**config.mk**
```make
export PLATFORM = sky130hd
export DESIGN_NAME = mem_arbiter_flat
export DESIGN_NICKNAME = d
export VERILOG_FILES = /design/src/rtl/mem_arbiter_if.sv /design/src/rtl/mem_arbiter.sv /design/src/flat_wrapper.sv
export SDC_FILE = /design/constraint.sdc
export NUM_CORES = 1
export LEC_CHECK = 0
export CORE_MARGIN = 4
export CORE_UTILIZATION = 45
export CTS_BUF_LIST = sky130_fd_sc_hd__clkbuf_8
export DETAILED_ROUTE_END_ITERATION = 6
export GPL_ROUTABILITY_DRIVEN = 0
export GPL_TIMING_DRIVEN = 0
export HOLD_SLACK_MARGIN = 0.02
export PLACE_DENSITY = 0.86
export REMOVE_ABC_BUFFERS = 1
export SKIP_LAST_GASP = 1
export SLEW_MARGIN = 10
export SYNTH_ARGS = -nofsm -noshare
export SYNTH_HDL_FRONTEND = slang
export SYNTH_SLANG_ARGS = --single-unit
```
**constraint.sdc**
```tcl
create_clock -name clk -period 2.41 [get_ports clk]
set_input_delay 0.241 -clock clk [delete_from_list [all_inputs] [get_ports clk]]
set_output_delay 0.241 -clock clk [all_outputs]
set_load 0.1 [all_outputs]
```
**src/rtl/mem_arbiter_if.sv**
```systemverilog
// +--------------------------------------------------------------------------+
// | mem_arbiter_if : CPU / debug requester ports and single-port memory bus  |
// | Revision 1.0                                                             |
// +--------------------------------------------------------------------------+
`default_nettype none

interface mem_arbiter_if #(
  parameter int AWIDTH = 5,
  parameter int DWIDTH = 8
);
  logic              cpu_req;
  logic              cpu_we;
  logic [AWIDTH-1:0] cpu_addr;
  logic [DWIDTH-1:0] cpu_wdata;
  logic              cpu_gnt;
  logic              cpu_done;
  logic [DWIDTH-1:0] cpu_rdata;

  logic              dbg_req;
  logic              dbg_we;
  logic [AWIDTH-1:0] dbg_addr;
  logic [DWIDTH-1:0] dbg_wdata;
  logic              dbg_gnt;
  logic              dbg_done;
  logic [DWIDTH-1:0] dbg_rdata;

  logic [AWIDTH-1:0] mem_addr;
  logic [DWIDTH-1:0] mem_wdata;
  logic              mem_rd;
  logic              mem_wr;
  logic [DWIDTH-1:0] mem_rdata;

  modport slave (
    input  cpu_req, cpu_we, cpu_addr, cpu_wdata,
    output cpu_gnt, cpu_done, cpu_rdata,
    input  dbg_req, dbg_we, dbg_addr, dbg_wdata,
    output dbg_gnt, dbg_done, dbg_rdata,
    output mem_addr, mem_wdata, mem_rd, mem_wr,
    input  mem_rdata
  );

  modport master (
    output cpu_req, cpu_we, cpu_addr, cpu_wdata,
    input  cpu_gnt, cpu_done, cpu_rdata,
    output dbg_req, dbg_we, dbg_addr, dbg_wdata,
    input  dbg_gnt, dbg_done, dbg_rdata,
    input  mem_addr, mem_wdata, mem_rd, mem_wr,
    output mem_rdata
  );
endinterface

`default_nettype wire

```
**src/rtl/mem_arbiter.sv**
```systemverilog
// +--------------------------------------------------------------------------+
// | mem_arbiter : round-robin CPU/debug arbiter for a single-port memory     |
// | Revision 1.0                                                             |
// +--------------------------------------------------------------------------+
`default_nettype none

module mem_arbiter #(
  parameter int AWIDTH = 5,
  parameter int DWIDTH = 8
) (
  input  logic          clk,
  input  logic          rst_,
  mem_arbiter_if.slave  bus
);

  typedef enum logic [1:0] {
    IDLE     = 2'd0,
    ACCESS   = 2'd1,
    COMPLETE = 2'd2
  } state_t;

  localparam logic c_cpu = 1'b0;
  localparam logic c_dbg = 1'b1;

  state_t            r_state;
  state_t            w_state_nxt;
  logic              r_owner;
  logic              r_last_owner;
  logic              r_we;
  logic [AWIDTH-1:0] r_addr;
  logic [DWIDTH-1:0] r_wdata;
  logic [DWIDTH-1:0] r_cpu_rdata;
  logic [DWIDTH-1:0] r_dbg_rdata;
  logic              w_any_req;
  logic              w_winner;

  assign w_any_req = bus.cpu_req | bus.dbg_req;
  // On contention the requester that did not go last wins.
  assign w_winner  = (bus.cpu_req && bus.dbg_req) ? ~r_last_owner : bus.dbg_req;

  always_ff @(posedge clk or negedge rst_) begin
    if (!rst_) begin
      r_state <= IDLE;
    end else begin
      r_state <= w_state_nxt;
    end
  end

  always_ff @(posedge clk or negedge rst_) begin
    if (!rst_) begin
      r_owner      <= c_cpu;
      r_last_owner <= c_dbg;
      r_we         <= 1'b0;
      r_addr       <= '0;
      r_wdata      <= '0;
      r_cpu_rdata  <= '0;
      r_dbg_rdata  <= '0;
    end else begin
      if (r_state == IDLE && w_any_req) begin
        r_owner <= w_winner;
        r_we    <= (w_winner == c_dbg) ? bus.dbg_we    : bus.cpu_we;
        r_addr  <= (w_winner == c_dbg) ? bus.dbg_addr  : bus.cpu_addr;
        r_wdata <= (w_winner == c_dbg) ? bus.dbg_wdata : bus.cpu_wdata;
      end
      if (r_state == ACCESS) begin
        r_last_owner <= r_owner;
        if (!r_we) begin
          if (r_owner == c_dbg) begin
            r_dbg_rdata <= bus.mem_rdata;
          end else begin
            r_cpu_rdata <= bus.mem_rdata;
          end
        end
      end
    end
  end

  always_comb begin
    w_state_nxt   = r_state;
    bus.cpu_gnt   = 1'b0;
    bus.cpu_done  = 1'b0;
    bus.dbg_gnt   = 1'b0;
    bus.dbg_done  = 1'b0;
    bus.mem_addr  = '0;
    bus.mem_wdata = '0;
    bus.mem_rd    = 1'b0;
    bus.mem_wr    = 1'b0;
    case (r_state)
      IDLE: begin
        if (w_any_req) begin
          w_state_nxt = ACCESS;
        end
      end
      ACCESS: begin
        w_state_nxt   = COMPLETE;
        bus.cpu_gnt   = (r_owner == c_cpu);
        bus.dbg_gnt   = (r_owner == c_dbg);
        bus.mem_addr  = r_addr;
        bus.mem_wdata = r_wdata;
        bus.mem_rd    = ~r_we;
        bus.mem_wr    = r_we;
      end
      COMPLETE: begin
        w_state_nxt  = IDLE;
        bus.cpu_gnt  = (r_owner == c_cpu);
        bus.dbg_gnt  = (r_owner == c_dbg);
        bus.cpu_done = (r_owner == c_cpu);
        bus.dbg_done = (r_owner == c_dbg);
      end
      default: begin
        w_state_nxt = IDLE;
      end
    endcase
  end

  assign bus.cpu_rdata = r_cpu_rdata;
  assign bus.dbg_rdata = r_dbg_rdata;

endmodule

`default_nettype wire

```
**src/flat_wrapper.sv**
```systemverilog
// flat-port wrapper written by rule: the top's interface ports become plain ports
module mem_arbiter_flat 
#(
  parameter int AWIDTH = 5,
  parameter int DWIDTH = 8
)
  (clk, rst_, bus_cpu_req, bus_cpu_we, bus_cpu_addr, bus_cpu_wdata, bus_cpu_gnt, bus_cpu_done, bus_cpu_rdata, bus_dbg_req, bus_dbg_we, bus_dbg_addr, bus_dbg_wdata, bus_dbg_gnt, bus_dbg_done, bus_dbg_rdata, bus_mem_addr, bus_mem_wdata, bus_mem_rd, bus_mem_wr, bus_mem_rdata);
  mem_arbiter_if #(.AWIDTH(AWIDTH), .DWIDTH(DWIDTH)) bus_i ();
  input  logic clk;
  input  logic rst_;
  input wire logic [$bits(bus_i.cpu_req)-1:0] bus_cpu_req;
  input wire logic [$bits(bus_i.cpu_we)-1:0] bus_cpu_we;
  input wire logic [$bits(bus_i.cpu_addr)-1:0] bus_cpu_addr;
  input wire logic [$bits(bus_i.cpu_wdata)-1:0] bus_cpu_wdata;
  output wire logic [$bits(bus_i.cpu_gnt)-1:0] bus_cpu_gnt;
  output wire logic [$bits(bus_i.cpu_done)-1:0] bus_cpu_done;
  output wire logic [$bits(bus_i.cpu_rdata)-1:0] bus_cpu_rdata;
  input wire logic [$bits(bus_i.dbg_req)-1:0] bus_dbg_req;
  input wire logic [$bits(bus_i.dbg_we)-1:0] bus_dbg_we;
  input wire logic [$bits(bus_i.dbg_addr)-1:0] bus_dbg_addr;
  input wire logic [$bits(bus_i.dbg_wdata)-1:0] bus_dbg_wdata;
  output wire logic [$bits(bus_i.dbg_gnt)-1:0] bus_dbg_gnt;
  output wire logic [$bits(bus_i.dbg_done)-1:0] bus_dbg_done;
  output wire logic [$bits(bus_i.dbg_rdata)-1:0] bus_dbg_rdata;
  output wire logic [$bits(bus_i.mem_addr)-1:0] bus_mem_addr;
  output wire logic [$bits(bus_i.mem_wdata)-1:0] bus_mem_wdata;
  output wire logic [$bits(bus_i.mem_rd)-1:0] bus_mem_rd;
  output wire logic [$bits(bus_i.mem_wr)-1:0] bus_mem_wr;
  input wire logic [$bits(bus_i.mem_rdata)-1:0] bus_mem_rdata;
  assign bus_i.cpu_req = bus_cpu_req;
  assign bus_i.cpu_we = bus_cpu_we;
  assign bus_i.cpu_addr = bus_cpu_addr;
  assign bus_i.cpu_wdata = bus_cpu_wdata;
  assign bus_cpu_gnt = bus_i.cpu_gnt;
  assign bus_cpu_done = bus_i.cpu_done;
  assign bus_cpu_rdata = bus_i.cpu_rdata;
  assign bus_i.dbg_req = bus_dbg_req;
  assign bus_i.dbg_we = bus_dbg_we;
  assign bus_i.dbg_addr = bus_dbg_addr;
  assign bus_i.dbg_wdata = bus_dbg_wdata;
  assign bus_dbg_gnt = bus_i.dbg_gnt;
  assign bus_dbg_done = bus_i.dbg_done;
  assign bus_dbg_rdata = bus_i.dbg_rdata;
  assign bus_mem_addr = bus_i.mem_addr;
  assign bus_mem_wdata = bus_i.mem_wdata;
  assign bus_mem_rd = bus_i.mem_rd;
  assign bus_mem_wr = bus_i.mem_wr;
  assign bus_i.mem_rdata = bus_mem_rdata;
  mem_arbiter #(.AWIDTH(AWIDTH), .DWIDTH(DWIDTH)) u_core (.clk(clk), .rst_(rst_), .bus(bus_i));
endmodule
```
# [Word level (Yosys, flattened, before mapping)]
# Index checks and enable logic that the tools add are counted.
[word_totals] ff_bits=34 latchBits=0 mem_bits_rw=0 mem_bits_ro=0 inputBits=40 wordCells=35 n_memories=0
[op_classes] add_sub_neg=0 n_mul=0 div_mod_pow=0 magnitude_cmp=0 eq_ne=3 shifts=0 muxes=14 bitwise_logic=4 n_reduce_logical=6
[ops] operator="$mux W8" count=2
[ops] operator="$mux W5" count=2
[ops] operator="$mux W1" count=8
[ops] operator="$reduce_and A3 Y1" count=2
[ops] operator="$pmux W2 S2" count=1
[ops] operator="$not A1 Y1" count=3
[ops] operator="$eq A2 B1 Y1 const B" count=1
[ops] operator="$eq A2 B2 Y1 const B" count=1
[ops] operator="$logic_and A1 B1 Y1" count=2
[ops] operator="$logic_not A2 Y1" count=1
[ops] operator="$mux W2" count=1
[ops] operator="$ne A2 B1 Y1 const B" count=1
[ops] operator="$reduce_or A2 Y1" count=1
[ops] operator="$or A1 B1 Y1" count=1

# [Depth between registers and ports, before layout]
# Gate-level depths: netlist of the first run.
[depth] depth_word=3 ltp_mapped=6 depth_no_buf=5

# [Worst setup path after synthesis of the first run]
# No wires, ideal clock.
[synth_path] path_type="register -> output" startpoint="register u_core.r_state[0]" endpoint="output port bus_cpu_gnt" arrival_time_ns=2.046 path_slack_ns=0.123 path_stages_with_launch=4 path_buffers=0 path_cell_list="dfrtp_1 -> inv_1 -> ha_1 -> nor2b_1"
[synth_between] elab_chain_len=3 word_cells_on_any_way=4 cone_classes="2 x eq/ne; 1 x mux; 1 x reduce/logical"
[synth_lines] element="start: declaration" line_no="mem_arbiter.sv:25" rtl="state_t r_state;"
[synth_lines] element="start signal: assignment" line_no="mem_arbiter.sv:45" rtl="r_state <= w_state_nxt;"
[synth_lines] element="$eq A2 B2 Y1 / $eq A2 B1 Y1 (equally long branches)" line_no="mem_arbiter.sv:88" rtl="case (r_state)"
[synth_lines] element="$reduce_or A2 Y1 (no line) (*)"
[synth_lines] element="$mux W1 (*)"
[synth_lines] element="end: declaration" line_no="flat_wrapper.sv:15" rtl="output wire logic [$bits(bus_i.cpu_gnt)-1:0] bus_cpu_gnt;"
# Every way passes the cells marked *; elsewhere a longest branch is shown, timed or not.

# [Worst setup path in the final report of the first run]
[layout_path] startpoint="register u_core.r_state[1]" endpoint="output port bus_mem_rd"
[layout_between] elab_chain_len=2
[layout_lines] element="$eq A2 B1 Y1" line_no="mem_arbiter.sv:88"
[layout_lines] element="$mux W1" line_no="mem_arbiter.sv:88"
[layout_lines] element="end: declaration" line_no="flat_wrapper.sv:27" rtl="output wire logic [$bits(bus_i.mem_rd)-1:0] bus_mem_rd;"
# Every way passes these cells.

==> flow_summary_export.csv, run 1 <==
group,metric,value,unit
critical_path,end_kind,"output pin",
critical_path,rr_endpoint,"u_core.bus.cpu_rdata[7]",
die,io_pins,75,
sta,tightest_slew,0.985,ns
critical_path,cp_data_arrival_time,2.00,ns
cells_and_area,mostFrequentLayoutCells,"clkdlybuf4s50_1 (54), dfrtp_1 (33), a21oi_1 (26), mux2_2 (18), and2_1 (16)",
drt,drt-initial-drc-count,36,
die,dieArea,4640,um2
sta,finalSetupTns,0,ns
die,core_area,3420,um2
place,port-buffer-count,74,
die,initial_core_util,47.6,%
sta,slew_headroom,34.1,%
critical_path,endpoint,"bus_mem_rd",
critical_path,cp_slowest_cell,"dlygate4sd2_1",
logic_synthesis,postSynthCellCount,149,
clocking,cts_sinks,34,
cells_and_area,syn2layout_area_growth,51.8,%
grt,grt_first_pass_wirelength,6280,um
sta,fin_crit,2.24,ns
critical_path,rr_worst_depth,5,
logic_synthesis,synth_seq_cells,34,
critical_path,crit_chain,"inv_1 -> ha_1 -> nor2b_4 -> dlygate4sd2_1",
place,dp_cells,263,
grt,grt_pass1_vias,1374,
critical_path,r2r-start,"u_core.r_state[1]",
grt,grt_usage,18.0,%
sta,fmax,0.447,GHz
drt,ant_nets,0,
logic_synthesis,yosys_warnings,0,
sta,hold_viol_final,0,
critical_path,startpoint_type,"flip-flop",
drt,vias,1313,
cells_and_area,finalCoreUtilization,72.3,%
sta,drv_slew,0,
worst_hold_path,hp-class,"primary input to asynchronous set/reset pin",
drt,vias_per_cell,4.85,
clocking,root_buffer,"clkbuf_8",
sta,setup_violations,0,
sta,rsz0062_at_grt,"false",
cells_and_area,final_common_cell,"clkdlybuf4s50_1",
cells_and_area,fin_nets,268,
grt,grt_max_degree,35,
logic_synthesis,yosysSeqAreaShare,52.4,%
critical_path,crit_start,"u_core.r_state[1]",
drt,drc,0,
sta,skew,0.00350,ns
logic_synthesis,syn_area,1630,um2
cells_and_area,drive_above_1_share,21.8,%
cells_and_area,num_antenna_cells,0,
grt,antenna_found_initial,0,
drt,dr.pass1.iters,4,
clocking,clk_path_buf_depth,2,
cells_and_area,instances_no_fill,271,
die,dieWidth,68.1,um
drt,wire_per_inst,14.2,um
status,status,"finished, final reports clean",
clocking,clkLatencyLatePin,0.27,ns
clocking,clk_pin_slew,0.07,ns
grt,grt_overflow,0,
drt,wl,3860,um
critical_path,worstPathMaxFanout,3,
critical_path,worstSetupPathType,"flip-flop to output pin",
sta,min_period_over_period,92.9,%
sta,holdWs,0.0270,ns
logic_synthesis,ys_types,23,
clocking,htreeDepth,2,
clocking,cts_buffers,5,
logic_synthesis,avgSynthCellArea,10.9,um2
job,maxCapViolCount,0,
critical_path,r2r_setup_slack,0.78,ns
clocking,cts_tree,"built",
critical_path,cpPeakStageDelay,0.88,ns
critical_path,critPathRequiredTime,2.17,ns
die,die_height,68.1,um
place,post-dp-hpwl,2800,um
die,fp-row-count,21,
## routing by layer
| layer | vias to the layer above | GRT usage [%] | wire (um) |
|---|---|---|---|
| met3 | 2 | 7.55 | 462 |
| li1 | 645 | - | - |
| met4 | 0 | 4.47 | 12 |
| met5 | - | 0 | 0 |
| met2 | 65 | 31.4 | 1770 |
| met1 | 601 | 20.2 | 1620 |
## Yosys cell counts (all sizes together)
library cell	count	area, um2
a21bo	1	10.0
a21boi	2	26.3
a21oi	28	148
a22o	1	8.76
and2	16	100
buf	5	42.5
clkbuf	1	3.75
dfrtp	33	826
dfstp	1	26.3
ha	4	50.1
inv	2	7.51
mux2	18	203
nand2	16	62.6
nor2	15	56.3
nor2b	4	40.0
o21a	1	7.51
o21ai	1	8.76
## cells by family after synthesis
group / count (synthesis) / share of synthesized area (%)
DFF: 34 / 52.4
buffers and inverters: 8 / 3.31
adders and majority gates: 4 / 3.08
AOI/OAI and AO/OA: 34 / 12.8
muxes: 18 / 12.5
and+or+nand+nor: 51 / 15.9
## stage by stage
step           setup WS (ns)  area [um2]
2_1_floorplan          0.123        1580
5_1_grt              0.00821        2470
3_5_place_dp          -0.127        2370
6_report               0.171        2470
4_1_cts               -0.118        2470
3_3_place_gp          -0.109        2380
## area by class of cell
cell class              instances  area (um2)
inverters                       2        7.51
flip-flops and latches         34         852
fillers                       262         946
clock inverters                 2        8.76
repair buffers                 74         741
multi-input cells             107         721
well taps                      46        57.6
clock buffers                   6        82.6
## flip-flops by register name (all words and copies together) (netlist names)
name                  flops
u_core.r_we               1
u_core.bus.dbg_rdata      8
u_core.r_last_owner       1
u_core.r_state            2
u_core.r_owner            1
u_core.r_wdata            8
u_core.r_addr             5
u_core.bus.cpu_rdata      8
## timing repair
| action | CTS | global route |
|---|---|---|
| endpoints found under the setup margin | 19 | 1 |
| hold buffers | 0 | 0 |
| resized for setup | 46 | 1 |
| buffers inserted | 0 | 0 |
| pin swaps | 0 | 0 |
## worst min path at each step
stage,from,to,cells after the start
after global placement,u_core.bus.dbg_rdata[3],u_core.bus.dbg_rdata[3],1
after detailed placement,rst_,u_core.r_wdata[3],1
after floorplan,rst_,u_core.bus.cpu_rdata[0],0
after CTS,rst_,u_core.r_wdata[4],1
final,rst_,u_core.bus.dbg_rdata[6],1
after global routing,rst_,u_core.r_wdata[4],1
## worst max-delay path: cells and delay by family, from the launching register on
kind | cells | cell delay, ns
buffers and inverters | 2 | 0.98
DFF | 1 | 0.39
adders and majority gates | 1 | 0.18
and+or+nand+nor | 1 | 0.17
Power of run 1 is not shown: default switching activity piles up to over one toggle a cycle in this logic, so the estimate is an artifact.
==> inputs of run 2 (changes only) <==
- REMOVE_ABC_BUFFERS: 1 -> unset
==> run 2 against run 1 <==
Worst setup slack worse by 0.038 ns; final cell count is 2.2% higher; critical endpoint unchanged; critical path type unchanged; highest routed layer unchanged; clock-buffer cell count stayed put; largest cell class unchanged.
==> flow_summary_export.csv, run 2 (synthesized netlist as in run 1, its figures left out) <==
group,metric,value,unit
status,status,"finished, final reports clean",
cells_and_area,fin_nets,274,
clocking,postCtsHoldBufs,0,
critical_path,startpoint_type,"flip-flop",
clocking,clk_path_buf_depth,2,
sta,min_period_over_period,94.5,%
cells_and_area,final_common_cell,"clkdlybuf4s50_1",
critical_path,end_kind,"output pin",
die,die_height,68.1,um
die,initial_core_util,47.6,%
critical_path,cp_data_arrival_time,2.04,ns
sta,tightest_slew,1.02,ns
drt,wire_per_inst,15.2,um
drt,ant_nets,0,
critical_path,worstSetupPathType,"flip-flop to output pin",
clocking,clk_pin_slew,0.07,ns
job,maxCapViolCount,0,
sta,hold_viol_final,0,
sta,drv_slew,0,
drt,dr.pass1.iters,4,
grt,grt_max_degree,35,
sta,finalSetupTns,0,ns
sta,setup_violations,0,
clocking,cts_buffers,5,
place,port-buffer-count,74,
sta,slew_headroom,31.9,%
grt,grt_usage,20.0,%
drt,vias_per_cell,4.91,
sta,rsz0062_at_grt,"true",
drt,vias,1361,
clocking,htreeDepth,2,
grt,grt_overflow,0,
critical_path,worstPathMaxFanout,3,
clocking,root_buffer,"clkbuf_8",
grt,grt_pass1_vias,1350,
sta,fmax,0.439,GHz
drt,drc,0,
drt,wl,4220,um
cells_and_area,num_antenna_cells,0,
clocking,cts_tree,"built",
logic_synthesis,synth_fp_nets,193,
sta,skew,0.00530,ns
clocking,cts_sinks,34,
die,fp-row-count,21,
cells_and_area,mostFrequentLayoutCells,"clkdlybuf4s50_1 (54), dfrtp_1 (33), a21oi_1 (26), mux2_2 (18), and2_1 (16)",
critical_path,critPathRequiredTime,2.17,ns
grt,grt_first_pass_wirelength,6650,um
place,post-dp-hpwl,3140,um
die,io_pins,75,
sta,fin_crit,2.28,ns
clocking,clkLatencyLatePin,0.28,ns
die,dieArea,4640,um2
cells_and_area,syn2layout_area_growth,51.8,%
grt,antenna_found_initial,0,
worst_hold_path,hp-class,"primary input to asynchronous set/reset pin",
die,dieWidth,68.1,um
cells_and_area,n_fill_cell,260,
die,core_area,3420,um2
drt,drt-initial-drc-count,71,
cells_and_area,drive_above_1_share,21.6,%
[run 2: final timing paths]
path                                               from                 endpoint  slack, ns  cells past startpoint
worst max register to register        u_core.r_state[1]  u_core.bus.cpu_rdata[0]       0.78                      6
worst min-delay path                               rst_         u_core.r_addr[1]       0.02                      1
worst min register to register  u_core.bus.dbg_rdata[4]  u_core.bus.dbg_rdata[4]       0.51                      1
worst max-delay path                  u_core.r_state[1]               bus_mem_rd       0.13                      4
max in group asynchronous                          rst_         u_core.r_addr[2]       1.92                      1
min in group clk                       bus_cpu_wdata[3]        u_core.r_wdata[3]       0.50                      3
[run 2: worst max-delay path, stage by stage, from the launching register on]
cell           delay, ns
dfrtp_1             0.40
inv_1               0.11
ha_1                0.19
nor2b_4             0.18
dlygate4sd2_1       0.87
[run 2: area by class of cell]
cell class              count  area, um2  share of cell area [%]
clock inverters             2       8.76                   0.355
repair buffers             74        694                    28.1
inverters                   2       7.51                   0.304
flip-flops and latches     34        852                    34.5
well taps                  46       57.6                    2.33
plain buffers               6       46.3                    1.87
multi-input cells         107        721                    29.2
clock buffers               6       82.6                    3.34
[run 2: layer usage]
metal / routed length (um) / GRT usage, % / part of all wire [%]
met1: 1770 / 24.1 / 42
met2: 2160 / 33.2 / 51
met3: 197 / 4.27 / 4.7
met4: 92 / 10.4 / 2.2
met5: 0 / 0 / 0
[run 2: repair_timing]
action	4_1_cts	5_1_grt
gates cloned	0	0
setup endpoints to repair	19	12
resized for setup	39	29
hold endpoints to repair	0	0
buffers inserted	0	0
[run 2: stage by stage]
stage | area (um2) | setup slack, ns | hold WS, ns | util (%) | std cells
floorplan | 1630 | 0.123 | -0.0546 | - | 149
global placement | 2420 | -0.233 | 0.487 | 71.0 | 269
detailed placement | 2420 | -0.230 | 0.345 | 70.8 | 269
CTS | 2510 | 0.0277 | 0.0420 | 73.6 | 277
global route | 2470 | -0.0350 | 0.0825 | 72.3 | 277
finish | 2470 | 0.133 | 0.0181 | 72.3 | 277
Power of run 2 is left out for the same reason.
==> inputs of run 3 (changes only) <==
- CORE_MARGIN: 4 -> unset
==> run 3 against run 2 <==
Utilization grew 0.41 points; final area shrank 0.20%; clock-buffer cell count shrank 1; worst hold slack lost 0.0031 ns; critical path type unchanged; largest cell class unchanged.
==> flow_summary_export.csv, run 3 (synthesized netlist as in run 1, its figures left out) <==
group,metric,value,unit
critical_path,rr_worst_depth,6,
critical_path,startpoint_type,"flip-flop",
critical_path,r2r_setup_slack,0.82,ns
drt,vias_per_cell,4.93,
drt,wl,4070,um
sta,min_period_over_period,94.2,%
grt,grt_usage,23.0,%
cells_and_area,instances_no_fill,277,
place,post-dp-hpwl,3020,um
sta,skew,0.00831,ns
critical_path,rr_endpoint,"u_core.bus.cpu_rdata[7]",
drt,drc,0,
sta,hold_viol_final,0,
grt,grt_first_pass_wirelength,6870,um
critical_path,r2r-start,"u_core.r_state[1]",
sta,setup_violations,0,
logic_synthesis,synth_fp_nets,193,
critical_path,cp_data_arrival_time,2.03,ns
die,core_area,3390,um2
clocking,cts_buffers,5,
critical_path,end_kind,"output pin",
cells_and_area,drive_above_1_share,21.2,%
cells_and_area,num_antenna_cells,0,
die,dieArea,3860,um2
cells_and_area,final_common_cell,"clkdlybuf4s50_1",
critical_path,endpoint,"bus_cpu_gnt",
sta,slew_headroom,33.1,%
critical_path,worstSetupPathType,"flip-flop to output pin",
clocking,cts_sinks,34,
clocking,root_buffer,"clkbuf_8",
sta,fmax,0.440,GHz
critical_path,critPathRequiredTime,2.17,ns
die,dieWidth,62.1,um
drt,ant_nets,0,
sta,rsz0062_at_grt,"false",
sta,tightest_slew,1.00,ns
grt,grt_overflow,0,
clocking,cts_tree,"built",
critical_path,crit_start,"u_core.r_state[0]",
job,maxCapViolCount,0,
clocking,htreeDepth,2,
drt,vias,1365,
grt,antenna_found_initial,0,
place,port-buffer-count,74,
cells_and_area,syn2layout_area_growth,51.5,%
place,dp_cells,269,
drt,dr.pass1.iters,4,
cells_and_area,mostFrequentLayoutCells,"clkdlybuf4s50_1 (54), dfrtp_1 (33), a21oi_1 (26), mux2_2 (18), and2_1 (16)",
grt,grt_max_degree,35,
die,fp-row-count,21,
die,die_height,62.1,um
cells_and_area,fin_nets,274,
sta,fin_crit,2.27,ns
status,status,"finished, final reports clean",
worst_hold_path,hp-class,"primary input to asynchronous set/reset pin",
die,io_pins,75,
sta,drv_slew,0,
clocking,clk_path_buf_depth,2,
clocking,clk_pin_slew,0.07,ns
grt,grt_pass1_vias,1431,
critical_path,worstPathMaxFanout,3,
cells_and_area,n_fill_cell,251,
die,initial_core_util,48.0,%
drt,wire_per_inst,14.7,um
clocking,clkLatencyLatePin,0.28,ns
drt,drt-initial-drc-count,74,
-- run 3: timing repair --
item / CTS / global route
setup endpoints to repair: 19 / 10
buffers inserted: 0 / 0
hold buffers: 0 / 0
pin swaps: 0 / 0
gates resized for setup: 39 / 20
-- run 3: area by class of cell --
| type | instances | area [um2] | area share, % |
|---|---|---|---|
| repair buffers | 74 | 674 | 27.4 |
| plain buffers | 6 | 46.3 | 1.88 |
| multi-input cells | 107 | 721 | 29.2 |
| clock buffers | 5 | 68.8 | 2.79 |
| inverters | 2 | 7.51 | 0.305 |
| clock inverters | 3 | 37.5 | 1.52 |
| well taps | 46 | 57.6 | 2.34 |
| flip-flops and latches | 34 | 852 | 34.6 |
-- run 3: worst min-delay path by stage --
| stage | depth (start not counted) | from | to | slack [ns] |
|---|---|---|---|---|
| floorplan | 0 | rst_ | u_core.bus.cpu_rdata[0] | -0.05 |
| CTS | 1 | rst_ | u_core.r_wdata[0] | 0.03 |
| global placement | 1 | u_core.bus.dbg_rdata[2] | u_core.bus.dbg_rdata[2] | 0.49 |
| global route | 1 | rst_ | u_core.r_wdata[0] | 0.08 |
| detailed placement | 1 | rst_ | u_core.r_wdata[0] | 0.34 |
| finish | 1 | rst_ | u_core.r_addr[3] | 0.01 |
-- run 3: worst max-delay path: stages (launching register included) --
cell and delay [ns]:
dfrtp_1 0.39, inv_1 0.09, ha_1 0.30, nor2b_1 0.11, dlygate4sd2_1 0.85
-- run 3: per-stage QoR --
step	hold WS [ns]	utilization (%)	setup TNS, ns	setup WS, ns	area (um2)
2_1_floorplan	-0.0546	-	0	0.123	1630
3_3_place_gp	0.486	71.5	-2.03	-0.212	2420
3_5_place_dp	0.344	71.4	-2.10	-0.238	2420
4_1_cts	0.0330	74.6	0	0.0387	2530
5_1_grt	0.0781	72.7	0	0.0197	2460
6_report	0.0150	72.7	0	0.139	2460
-- run 3: routing by layer --
metal	up-vias	GRT usage [%]	part of all wire [%]	routed length (um)
met3	11	3.68	3.0	120
met4	0	10.5	2.4	99
met1	657	28.7	43	1730
met2	37	39.3	52	2120
li1	660	-	-	-
met5	-	0	0	0
Power of run 3 is left out for the same reason.
